==> src/rtl/vga_map_pkg.sv <==
// Shared constants for the tile-map blitter: map geometry, bus regions,
// register offsets, engine opcodes and FSM state codes.
package vga_map_pkg;

    localparam int COLS = 40;
    localparam int ROWS = 30;
    localparam int AW   = 12;

    localparam logic [3:0] REGION_MAP  = 4'd2;
    localparam logic [3:0] REGION_BLIT = 4'd3;

    localparam logic [7:0] REG_CTRL   = 8'h00;
    localparam logic [7:0] REG_ORIGIN = 8'h04;
    localparam logic [7:0] REG_SIZE   = 8'h08;
    localparam logic [7:0] REG_FILL   = 8'h0C;
    localparam logic [7:0] REG_STATUS = 8'h10;

    localparam logic [1:0] OP_FILL       = 2'd0;
    localparam logic [1:0] OP_SHIFT_DOWN = 2'd1;

    localparam logic [2:0] ST_IDLE    = 3'd0;
    localparam logic [2:0] ST_FILL_WR = 3'd1;
    localparam logic [2:0] ST_CP_RD   = 3'd2;
    localparam logic [2:0] ST_CP_CAP  = 3'd3;
    localparam logic [2:0] ST_CP_WR   = 3'd4;
    localparam logic [2:0] ST_TOP_WR  = 3'd5;
    localparam logic [2:0] ST_DONE    = 3'd6;

    // row*40 as (row<<5)+(row<<3): a constant multiply built from shifts.
    function automatic logic [AW-1:0] row_base(input logic [4:0] row);
        logic [AW-1:0] r;
        r = {{(AW-5){1'b0}}, row};
        return (r << 5) + (r << 3);
    endfunction

endpackage

==> src/rtl/vga_map_cursor.sv <==
// Rectangle walker: column/row counters plus an incrementally stepped map
// address. Ports: load (addr, row count), width, shift_mode, step -> addr,
// last_col, last_row.
module vga_map_cursor
    import vga_map_pkg::*;
(
    input  logic          clk,
    input  logic          reset,
    input  logic          load,
    input  logic [AW-1:0] load_addr,
    input  logic [4:0]    load_rows,
    input  logic [5:0]    width,
    input  logic          shift_mode,
    input  logic          step,
    output logic [AW-1:0] addr,
    output logic          last_col,
    output logic          last_row
);

    logic [AW-1:0] addr_q, addr_d;
    logic [5:0]    col_q, col_d;
    logic [4:0]    row_q, row_d;
    logic [4:0]    rows_q, rows_d;
    logic [AW-1:0] w_ext;

    assign w_ext    = {{(AW-6){1'b0}}, width};
    assign addr     = addr_q;
    assign last_col = (col_q == width - 6'd1);
    assign last_row = (row_q == rows_q - 5'd1);

    always_comb begin
        addr_d = addr_q;
        col_d  = col_q;
        row_d  = row_q;
        rows_d = rows_q;
        if (load) begin
            addr_d = load_addr;
            col_d  = '0;
            row_d  = '0;
            rows_d = load_rows;
        end else if (step) begin
            if (last_col) begin
                col_d = '0;
                row_d = row_q + 5'd1;
                // Shift walks rows bottom-up, fill walks top-down.
                if (shift_mode)
                    addr_d = addr_q - (AW'(COLS - 1) + w_ext);
                else
                    addr_d = addr_q + AW'(COLS + 1) - w_ext;
            end else begin
                col_d  = col_q + 6'd1;
                addr_d = addr_q + AW'(1);
            end
        end
    end

    always_ff @(posedge clk) begin
        if (reset) begin
            addr_q <= '0;
            col_q  <= '0;
            row_q  <= '0;
            rows_q <= '0;
        end else begin
            addr_q <= addr_d;
            col_q  <= col_d;
            row_q  <= row_d;
            rows_q <= rows_d;
        end
    end

endmodule

==> src/rtl/vga_map_blitter.sv <==
// Tile-map blitter: CPU cell writes plus a FILL / SHIFT_DOWN engine sharing
// the map RAM write port. Ports: iomem bus slave, map write port, map
// engine read port, busy/done status.
module vga_map_blitter
    import vga_map_pkg::*;
(
    input  logic          clk,
    input  logic          reset,
    input  logic          iomem_valid,
    input  logic          iomem_ready,
    input  logic [3:0]    iomem_wstrb,
    input  logic [31:0]   iomem_addr,
    input  logic [31:0]   iomem_wdata,
    output logic          blit_iomem_ready,
    output logic [31:0]   blit_iomem_rdata,
    output logic          map_wen,
    output logic [AW-1:0] map_waddr,
    output logic [3:0]    map_wdata,
    output logic          map_ren,
    output logic [AW-1:0] map_raddr,
    input  logic [3:0]    map_rdata,
    output logic          busy,
    output logic          done
);

    logic [2:0]  state_q, state_d;
    logic [5:0]  x0_q, x0_d;
    logic [4:0]  y0_q, y0_d;
    logic [5:0]  w_q, w_d;
    logic [4:0]  h_q, h_d;
    logic [3:0]  tile_q, tile_d;
    logic        err_q, err_d;
    logic        shift_q, shift_d;
    logic [3:0]  hold_q, hold_d;
    logic        ready_q, ready_d;
    logic [31:0] rdata_q, rdata_d;

    logic          cpu_hold;
    logic [3:0]    region;
    logic [7:0]    offset;
    logic          accept;
    logic          cpu_wr;
    logic          reg_wr;
    logic          reg_rd;
    logic          idle;
    logic [1:0]    op;
    logic          start;
    logic          start_bad;
    logic          wr_state;
    logic          eng_wr;
    logic          cur_load;
    logic [AW-1:0] cur_addr;
    logic [AW-1:0] fill_base;
    logic [AW-1:0] shift_base;
    logic [AW-1:0] load_addr;
    logic [4:0]    load_rows;
    logic          last_col;
    logic          last_row;
    logic          unused_bits;

    // Reserved stall input; the CPU path never waits today.
    assign cpu_hold = 1'b0;

    assign region = iomem_addr[23:20];
    assign offset = iomem_addr[7:0];
    assign accept = iomem_valid && !iomem_ready && !cpu_hold && !reset
                 && (region == REGION_MAP || region == REGION_BLIT);
    assign cpu_wr = accept && region == REGION_MAP && iomem_wstrb[0];
    assign reg_wr = accept && region == REGION_BLIT && iomem_wstrb[0];
    assign reg_rd = accept && region == REGION_BLIT && !iomem_wstrb[0];

    assign idle  = (state_q == ST_IDLE);
    assign busy  = !idle;
    assign done  = (state_q == ST_DONE);
    assign op    = iomem_wdata[2:1];
    assign start = reg_wr && offset == REG_CTRL && iomem_wdata[0] && idle;

    assign start_bad = (op != OP_FILL && op != OP_SHIFT_DOWN)
                    || w_q == '0 || h_q == '0
                    || ({1'b0, x0_q} + {1'b0, w_q} > 7'(COLS))
                    || ({1'b0, y0_q} + {1'b0, h_q} > 6'(ROWS));

    // CPU owns the write port whenever it writes; the engine just waits.
    assign wr_state = state_q == ST_FILL_WR || state_q == ST_CP_WR
                   || state_q == ST_TOP_WR;
    assign eng_wr   = wr_state && !cpu_wr && !reset;

    assign fill_base  = row_base(y0_q) + {{(AW-6){1'b0}}, x0_q};
    assign shift_base = row_base(y0_q + h_q - 5'd1)
                      + {{(AW-6){1'b0}}, x0_q};
    assign load_addr  = (op == OP_SHIFT_DOWN && h_q != 5'd1)
                      ? shift_base : fill_base;
    assign load_rows  = (op == OP_SHIFT_DOWN) ? h_q - 5'd1 : h_q;

    vga_map_cursor u_cursor (
        .clk        (clk),
        .reset      (reset),
        .load       (cur_load),
        .load_addr  (load_addr),
        .load_rows  (load_rows),
        .width      (w_q),
        .shift_mode (shift_q),
        .step       (eng_wr),
        .addr       (cur_addr),
        .last_col   (last_col),
        .last_row   (last_row)
    );

    assign map_wen   = cpu_wr || eng_wr;
    assign map_waddr = cpu_wr ? iomem_addr[AW+1:2]
                     : (eng_wr ? cur_addr : '0);
    assign map_wdata = cpu_wr ? iomem_wdata[3:0]
                     : (!eng_wr ? 4'd0
                     : (state_q == ST_CP_WR ? hold_q : tile_q));
    assign map_ren   = (state_q == ST_CP_RD) && !reset;
    assign map_raddr = map_ren ? cur_addr - AW'(COLS) : '0;

    assign blit_iomem_ready = ready_q;
    assign blit_iomem_rdata = rdata_q;

    assign unused_bits = ^{iomem_addr[31:24], iomem_addr[19:14],
                           iomem_wdata[31:13], iomem_wdata[7:6],
                           iomem_wstrb[3:1]};

    always_comb begin
        state_d  = state_q;
        x0_d     = x0_q;
        y0_d     = y0_q;
        w_d      = w_q;
        h_d      = h_q;
        tile_d   = tile_q;
        err_d    = err_q;
        shift_d  = shift_q;
        hold_d   = hold_q;
        ready_d  = accept;
        rdata_d  = '0;
        cur_load = 1'b0;

        if (reg_wr && idle) begin
            case (offset)
                REG_ORIGIN: begin
                    x0_d = iomem_wdata[5:0];
                    y0_d = iomem_wdata[12:8];
                end
                REG_SIZE: begin
                    w_d = iomem_wdata[5:0];
                    h_d = iomem_wdata[12:8];
                end
                REG_FILL: tile_d = iomem_wdata[3:0];
                default: ;
            endcase
        end

        if (reg_rd) begin
            case (offset)
                REG_ORIGIN: rdata_d = {19'd0, y0_q, 2'd0, x0_q};
                REG_SIZE:   rdata_d = {19'd0, h_q, 2'd0, w_q};
                REG_FILL:   rdata_d = {28'd0, tile_q};
                REG_STATUS: rdata_d = {30'd0, err_q, busy};
                default: ;
            endcase
        end

        case (state_q)
            ST_IDLE: begin
                if (start) begin
                    err_d = start_bad;
                    if (!start_bad) begin
                        cur_load = 1'b1;
                        shift_d  = (op == OP_SHIFT_DOWN);
                        if (op == OP_FILL)
                            state_d = ST_FILL_WR;
                        else if (h_q == 5'd1)
                            state_d = ST_TOP_WR;
                        else
                            state_d = ST_CP_RD;
                    end
                end
            end
            ST_FILL_WR: begin
                if (eng_wr && last_col && last_row)
                    state_d = ST_DONE;
            end
            ST_CP_RD:  state_d = ST_CP_CAP;
            ST_CP_CAP: begin
                hold_d  = map_rdata;
                state_d = ST_CP_WR;
            end
            ST_CP_WR: begin
                // Last copy step leaves the cursor at the top row start.
                if (eng_wr)
                    state_d = (last_col && last_row) ? ST_TOP_WR : ST_CP_RD;
            end
            ST_TOP_WR: begin
                if (eng_wr && last_col)
                    state_d = ST_DONE;
            end
            ST_DONE: state_d = ST_IDLE;
            default: state_d = ST_IDLE;
        endcase
    end

    always_ff @(posedge clk) begin
        if (reset) begin
            state_q <= ST_IDLE;
            x0_q    <= '0;
            y0_q    <= '0;
            w_q     <= '0;
            h_q     <= '0;
            tile_q  <= '0;
            err_q   <= 1'b0;
            shift_q <= 1'b0;
            hold_q  <= '0;
            ready_q <= 1'b0;
            rdata_q <= '0;
        end else begin
            state_q <= state_d;
            x0_q    <= x0_d;
            y0_q    <= y0_d;
            w_q     <= w_d;
            h_q     <= h_d;
            tile_q  <= tile_d;
            err_q   <= err_d;
            shift_q <= shift_d;
            hold_q  <= hold_d;
            ready_q <= ready_d;
            rdata_q <= rdata_d;
        end
    end

endmodule

==> config.mk <==
export PLATFORM = sky130hd
export DESIGN_NAME = vga_map_blitter
export DESIGN_NICKNAME = d
export VERILOG_FILES = /design/src/rtl/vga_map_pkg.sv /design/src/rtl/vga_map_cursor.sv /design/src/rtl/vga_map_blitter.sv
export SDC_FILE = /design/constraint.sdc
export NUM_CORES = 1
export LEC_CHECK = 0
export ABC_AREA = 1
export BUFFER_PORTS_ARGS = -buffer_cell sky130_fd_sc_hd__buf_2
export CELL_PAD_IN_SITES_DETAIL_PLACEMENT = 1
export CELL_PAD_IN_SITES_GLOBAL_PLACEMENT = 2
export CORE_MARGIN = 5
export CORE_UTILIZATION = 33
export CTS_BUF_LIST = sky130_fd_sc_hd__clkbuf_4 sky130_fd_sc_hd__clkbuf_8
export CTS_CLUSTER_DIAMETER = 30
export DETAILED_ROUTE_END_ITERATION = 10
export PLACE_DENSITY = 0.95
export SLEW_MARGIN = 10
export SYNTH_ARGS = -nofsm -noshare
export SYNTH_HDL_FRONTEND = slang
export SYNTH_SLANG_ARGS = --single-unit
export TNS_END_PERCENT = 1
==> constraint.sdc <==
create_clock -name clk -period 7.3 [get_ports clk]
set_input_delay 1.46 -clock clk [delete_from_list [all_inputs] [get_ports clk]]
set_output_delay 1.46 -clock clk [all_outputs]
set_load 0.01 [all_outputs]
After elaboration in Yosys (flattened, before gate mapping)
Index checks and enable logic that the tools add are counted.

cells by class
  add/subtract/negate cells = 19
  magnitude comparators = 2
  equal/unequal tests = 23
  multiplexer cells = 26
  bitwise logic cells = 2
  reduce and logical (&&, ||, !) cells = 49

operator list
  cell                   number
  $mux 12                8
  $pmux 13 s4            1
  $add 11x6->12          2
  $mux 3                 8
  $add 10x8->11          2
  $logic_and 1x1->1      20
  $pmux 3 s6             1
  $eq 8x4->1 const B     2
  $sub 5x1->5 const B    3
  $add 12x1->12 const B  1
  $add 12x6->12 const B  1
  $mux 4                 3
  $sub 12x12->12         1
  $sub 12x6->12          1
  $sub 12x6->12 const B  1
  $reduce_and 2->1       5
  $eq 3x3->1 const B     3
  $eq 4x2->1 const B     2
  $eq 8x3->1 const B     1
  $eq 8x5->1 const B     1
  $logic_not 8->1        1
  $logic_or 1x1->1       8
  $ne 2x1->1 const B     4
  $add 6x6->7            1
  29 further kinds       40

word-level totals
  flip-flop bits (word level) = 96
  bits of input ports = 76
  output and inout port bits = 65
  word-level logic and storage cells = 136

Logic depth before layout (Yosys ltp)
  word-level depth = 13
  gate-level depth with buffers = 21
  mapped depth without buffers = 21

Hierarchy
From an unflattened synthesis, not the netlist that was laid out.

second synthesis, totals
  cell total of the unflattened synthesis = 1024
  area, all modules = 6819.0 um^2

by module, submodules not included
  module           instances  cells each  area an instance (um^2)  sequential area each (um^2)
  vga_map_blitter  1          572         3960.0                   940.9
  vga_map_cursor   1          452         2859.0                   560.5

Worst setup path before layout
OpenSTA, ideal clock, no wires.

  kind = input port to output port
  start point = input port reset
  end point = output port map_wdata[2]
  arrival time = 2572 ps
  required time = 5840 ps
  path slack = 3268 ps
  cell stages on the path = 9
  buffers on the path = 1
  path through = inv_2 -> nand2_2 -> nor3_2 -> nand2_4 -> nand2_1 -> nor2_4 -> inv_4 -> buf_2 -> o32ai_1

between the ends
  cells in the longest elaborated chain, start to end = 10

ends and longest elaborated chain
  element                         RTL line                                      source
  start, declared                 vga_map_blitter.sv:8                          input logic reset,
  $logic_not 1->1 *               vga_map_blitter.sv:66, vga_map_blitter.sv:86
  $logic_and 1x1->1               vga_map_blitter.sv:66                         assign accept = iomem_valid && !iomem_ready && !cpu_hold && !reset
  $logic_and 1x1->1               vga_map_blitter.sv:67                         && (region == REGION_MAP || region == REGION_BLIT);
  $logic_and 1x1->1 (2 in a row)  vga_map_blitter.sv:68                         assign cpu_wr = accept && region == REGION_MAP && iomem_wstrb[0];
  $logic_not 1->1                 vga_map_blitter.sv:86                         assign eng_wr = wr_state && !cpu_wr && !reset;
  $logic_and 1x1->1 (2 in a row)  vga_map_blitter.sv:86
  $mux 4                          vga_map_blitter.sv:113                        : (!eng_wr ? 4'd0
  $mux 4 *                        vga_map_blitter.sv:112                        assign map_wdata = cpu_wr ? iomem_wdata[3:0]
  end, declared                   vga_map_blitter.sv:18                         output logic [3:0] map_wdata,

Mark *: on every way between the ends. The rest lies on a longest branch, timed or not.

Worst setup path after layout
Ends and elaborated chain as after synthesis.

==> impl_summary.txt <==
----------------------------------------------------
[Outcome]
  Result of the run ... finished, final reports clean

[Yosys]
  Count of flip-flops with a built-in enable after synthesis ... 0
  Cells taking the most area after synthesis ... sky130_fd_sc_hd__dfxtp_1, sky130_fd_sc_hd__ha_1, sky130_fd_sc_hd__nand2_1, sky130_fd_sc_hd__inv_1, sky130_fd_sc_hd__nand3_1
  Mean cell area of the mapped netlist ... 6.478 um2
  Gate count of the mapped netlist ... 1087
  Synth unique cells ... 45
  Warning count from the yosys run ... 0
  Post-synthesis cell type with the largest combined area ... sky130_fd_sc_hd__dfxtp_1
  Share of async-settable or async-resettable flops after synthesis ... 0
  Post-synth top area share ... 0.2132
  Sequential share of the synthesized area ... 0.2132
  Cell with the most instances after synthesis ... sky130_fd_sc_hd__nand2_1
  Number of flip-flops and latches in the synthesized netlist ... 75
  Most common library cells after synthesis ... sky130_fd_sc_hd__nand2_1, sky130_fd_sc_hd__inv_1, sky130_fd_sc_hd__nand3_1, sky130_fd_sc_hd__nor2_1, sky130_fd_sc_hd__a21oi_1
  Cell Area, Synth ... 7042 um2
  Flip-flop cell with the highest count after synthesis ... sky130_fd_sc_hd__dfxtp_1

[Floorplanning]
  Total core area ... 21020 um2
  Number of placement rows ... 53
  Die H ... 156.1 um
  Effective utilization at floorplan ... 0.3350
  Die X-Extent ... 156.1 um
  Die area ... 24360 um2
  Number of top-level pins ... 141

[Place]
  Worst setup slack after placement ... 2.345 ns
  Area of placed instances ... 7630 um2
  Count of placed standard cells including taps ... 1426
  Gpl congestion ... 0.8297
  Count of port buffers added during placement ... 81
  Dpl hpwl ... 19.72 mm

[Timing]
  Tcrit/Tclk final ... 0.6804
  Least-Margin Pin Slew ... 0.6988 ns
  Worst path setup slack after routing ... 2.333 ns
  Post-route clock skew ... 0.01671 ns
  Worst relative slew slack ... 0.5324
  Final sum of negative setup slack ... 0 ns
  Final count of pins violating max slew ... 0
  Final-report setup violation count ... 0
  Setup repair after global routing missed its margin ... no
  Minimum period implied by the final worst setup slack ... 4.967 ns
  Final hold slack ... 0.4768 ns
  Fmax ... 0.2013 GHz
  Number of hold violations in the final report ... 0

[Detailed routing]
  Number of remaining DRC errors ... 0
  Detail Route Antenna Nets ... 0
  Via count of the routed design ... 7303
  Average wire length per cell after detail routing ... 16.80 um
  WL final ... 24.23 mm
  Via-per-instance ratio ... 5.064
  Initial DRC Count ... 344
  DR pass1 iterations ... 4

[Worst setup path]
  Critical path launch point ... reset
  Largest fanout on the critical path ... 27
  Capture instance of the worst register-to-register path ... u_cursor.addr[8]
  Worst setup EP type ... output pin
  R2R setup slack ... 3.33 ns
  Required @ worst endpoint ... 5.84 ns
  Type of the worst setup path ... in2out
  R2R depth ... 18
  Endpoint arrival time on the critical path ... 3.51 ns
  CP Launch Type ... input pin
  Reg2reg start ... h_q[1]
  Worst setup path endpoint ... map_wdata[2]

[Cells and area]
  Fraction of final layout cells sized beyond drive strength 1 ... 0.1097
  Number of nets in the finished design ... 1324
  Flip-flop and latch area ... 1501 um2
  Post-route insts no fill ... 1442
  Synthesis-to-finish area growth ... 11.28%
  Post-route cell area ... 7836 um2
  Area of the multi-input gates ... 4790 um2
  Final Util ... 0.3728
  Layout fillers ... 2827
  Diodes inserted ... 0

[Pwr]
  Standby leakage power ... 3.855 nW
  Cell Pwr Density ... 103.1 nW/um2
  IR drop worst, VDD ... 0.00008659 V
  Total power of the final layout ... 0.8080 mW

[Global route]
  Maximum number of pins on one net before global-route repair ... 43
  Global-route met3 utilization ... 0.02524
  First-pass GRT wire length ... 38.21 mm
  All-layer global routing usage ... 0.1964
  Via count of the first global-routing pass ... 7468
  Most congested layer reported by global routing ... met2
  Met2 demand-to-capacity share in global routing ... 0.3552
  Antenna violations before repair ... 0
  Total grt overflow ... 0
  Fraction of met1 tracks used by global routing ... 0.2501

[Flow run]
  Max Cap Violations ... 0

[Hold path]
  Classification of the worst-slack hold path ... reg2reg

[CTS]
  Post-cts resize count ... 0
  H-tree levels ... 3
  Total CTS buffers ... 9
  Buffer count from post-CTS setup fixing ... 0
  # hold bufs at CTS ... 0
  TritonCTS clock tree ... yes
  Clock sink count ... 75
  CTS root buf ... sky130_fd_sc_hd__clkbuf_8
  Worst-Skew Late Latency ... 0.39 ns
  Clock slew at reported path FFs ... 0.09 ns
  Longest Clk Path Bufs ... 2

----------------------------------------------------
[how the worst min path moves through the flow]
stage	start	end	slack (ns)	depth (start not counted)
floorplan	err_q	err_q	0.43	2
global placement	err_q	err_q	0.45	2
detailed placement	err_q	err_q	0.46	2
CTS	err_q	err_q	0.48	2
global route	err_q	err_q	0.52	2
finish	err_q	err_q	0.48	2
[registers in the layout, summed over array words and instances (netlist names)]
| register | flops |
|---|---|
| tile_q | 4 |
| h_q | 5 |
| u_cursor.rows_q | 5 |
| hold_q | 4 |
| blit_iomem_ready | 1 |
| u_cursor.row_q | 5 |
| blit_iomem_rdata | 11 |
| y0_q | 5 |
| u_cursor.addr | 12 |
| shift_q | 1 |
| state_q | 3 |
| x0_q | 6 |
| err_q | 1 |
| w_q | 6 |
| u_cursor.col_q | 6 |
[layout by cell type, fill, tap and decap left out, types with 2 or more instances in the layout]
master                       instances
sky130_fd_sc_hd__or2_1               2
sky130_fd_sc_hd__nor2_1            100
sky130_fd_sc_hd__o21bai_1            3
sky130_fd_sc_hd__buf_2              81
sky130_fd_sc_hd__clkinvlp_4          2
sky130_fd_sc_hd__nand2_1           239
sky130_fd_sc_hd__dfxtp_1            75
sky130_fd_sc_hd__nand3_1           104
sky130_fd_sc_hd__a211oi_1            2
sky130_fd_sc_hd__clkinv_1            4
sky130_fd_sc_hd__ha_1               77
sky130_fd_sc_hd__xnor2_1            10
sky130_fd_sc_hd__inv_2               5
sky130_fd_sc_hd__fa_1                9
sky130_fd_sc_hd__nand3b_1            5
sky130_fd_sc_hd__nor2_2              7
sky130_fd_sc_hd__conb_1             21
sky130_fd_sc_hd__o21ai_1             3
sky130_fd_sc_hd__a21oi_1            90
sky130_fd_sc_hd__nor3b_1             4
sky130_fd_sc_hd__o22ai_1            11
sky130_fd_sc_hd__o21ai_0            76
sky130_fd_sc_hd__buf_4               2
sky130_fd_sc_hd__nor2_4              5
sky130_fd_sc_hd__clkbuf_8            9
sky130_fd_sc_hd__nand2_2             3
sky130_fd_sc_hd__xor2_1             26
sky130_fd_sc_hd__nor3_1             11
sky130_fd_sc_hd__inv_1             141
sky130_fd_sc_hd__a31oi_1             3
sky130_fd_sc_hd__a21o_1              3
sky130_fd_sc_hd__inv_6               3
sky130_fd_sc_hd__or2_2               3
sky130_fd_sc_hd__nand4_1            15
[per-layer routing]
| metal | part of all wire | vias to the layer above |
|---|---|---|
| met4 | 0.012 | 0 |
| li1 | - | 3661 |
| met3 | 0.035 | 23 |
| met1 | 0.46 | 3488 |
| met2 | 0.49 | 131 |
| met5 | 0 | - |
[critical path: stages]
cell                      delay, ns
sky130_fd_sc_hd__buf_2         0.30
sky130_fd_sc_hd__inv_2         0.07
sky130_fd_sc_hd__nand2_2       0.10
sky130_fd_sc_hd__nor3_2        0.06
sky130_fd_sc_hd__buf_4         0.18
sky130_fd_sc_hd__nand2_4       0.14
sky130_fd_sc_hd__nand2_1       0.12
sky130_fd_sc_hd__nor2_4        0.39
sky130_fd_sc_hd__inv_4         0.24
sky130_fd_sc_hd__o32ai_1       0.26
sky130_fd_sc_hd__buf_2         0.18
[area by class of cell]
| type | instances | share of cell area |
|---|---|---|
| Clock buffer | 9 | 0.01581 |
| Clock inverter | 7 | 0.01054 |
| Inverter | 152 | 0.07329 |
| Multi-Input combinational cell | 841 | 0.6112 |
| Sequential cell | 75 | 0.1916 |
| Tap cell | 275 | 0.04391 |
| Timing Repair Buffer | 83 | 0.05365 |
[cell families (layout without fill, tap and decap cells)]
kind of cell / after synthesis / after routing / share of synthesized area
AOI/OAI and AO/OA: 194 / 194 / 0.1445
and+or+nand+nor: 504 / 504 / 0.3173
adders and majority gates: 86 / 86 / 0.1624
buffers and inverters: 191 / 251 / 0.1173
other: 1 / 21 / 0.0005325
xor gates and xnor gates: 36 / 36 / 0.04478
DFF: 75 / 75 / 0.2132
[where the power goes]
group | internal [mW] | switching (mW) | leakage [nW] | total (mW)
clock | 0.164 | 0.190 | 0.0988 | 0.354
sequential | 0.409 | 0.0000163 | 0.604 | 0.409
combinational | 0.0129 | 0.0323 | 3.15 | 0.0452
total | 0.585 | 0.223 | 3.86 | 0.808
(Power assumes the default switching activity.)
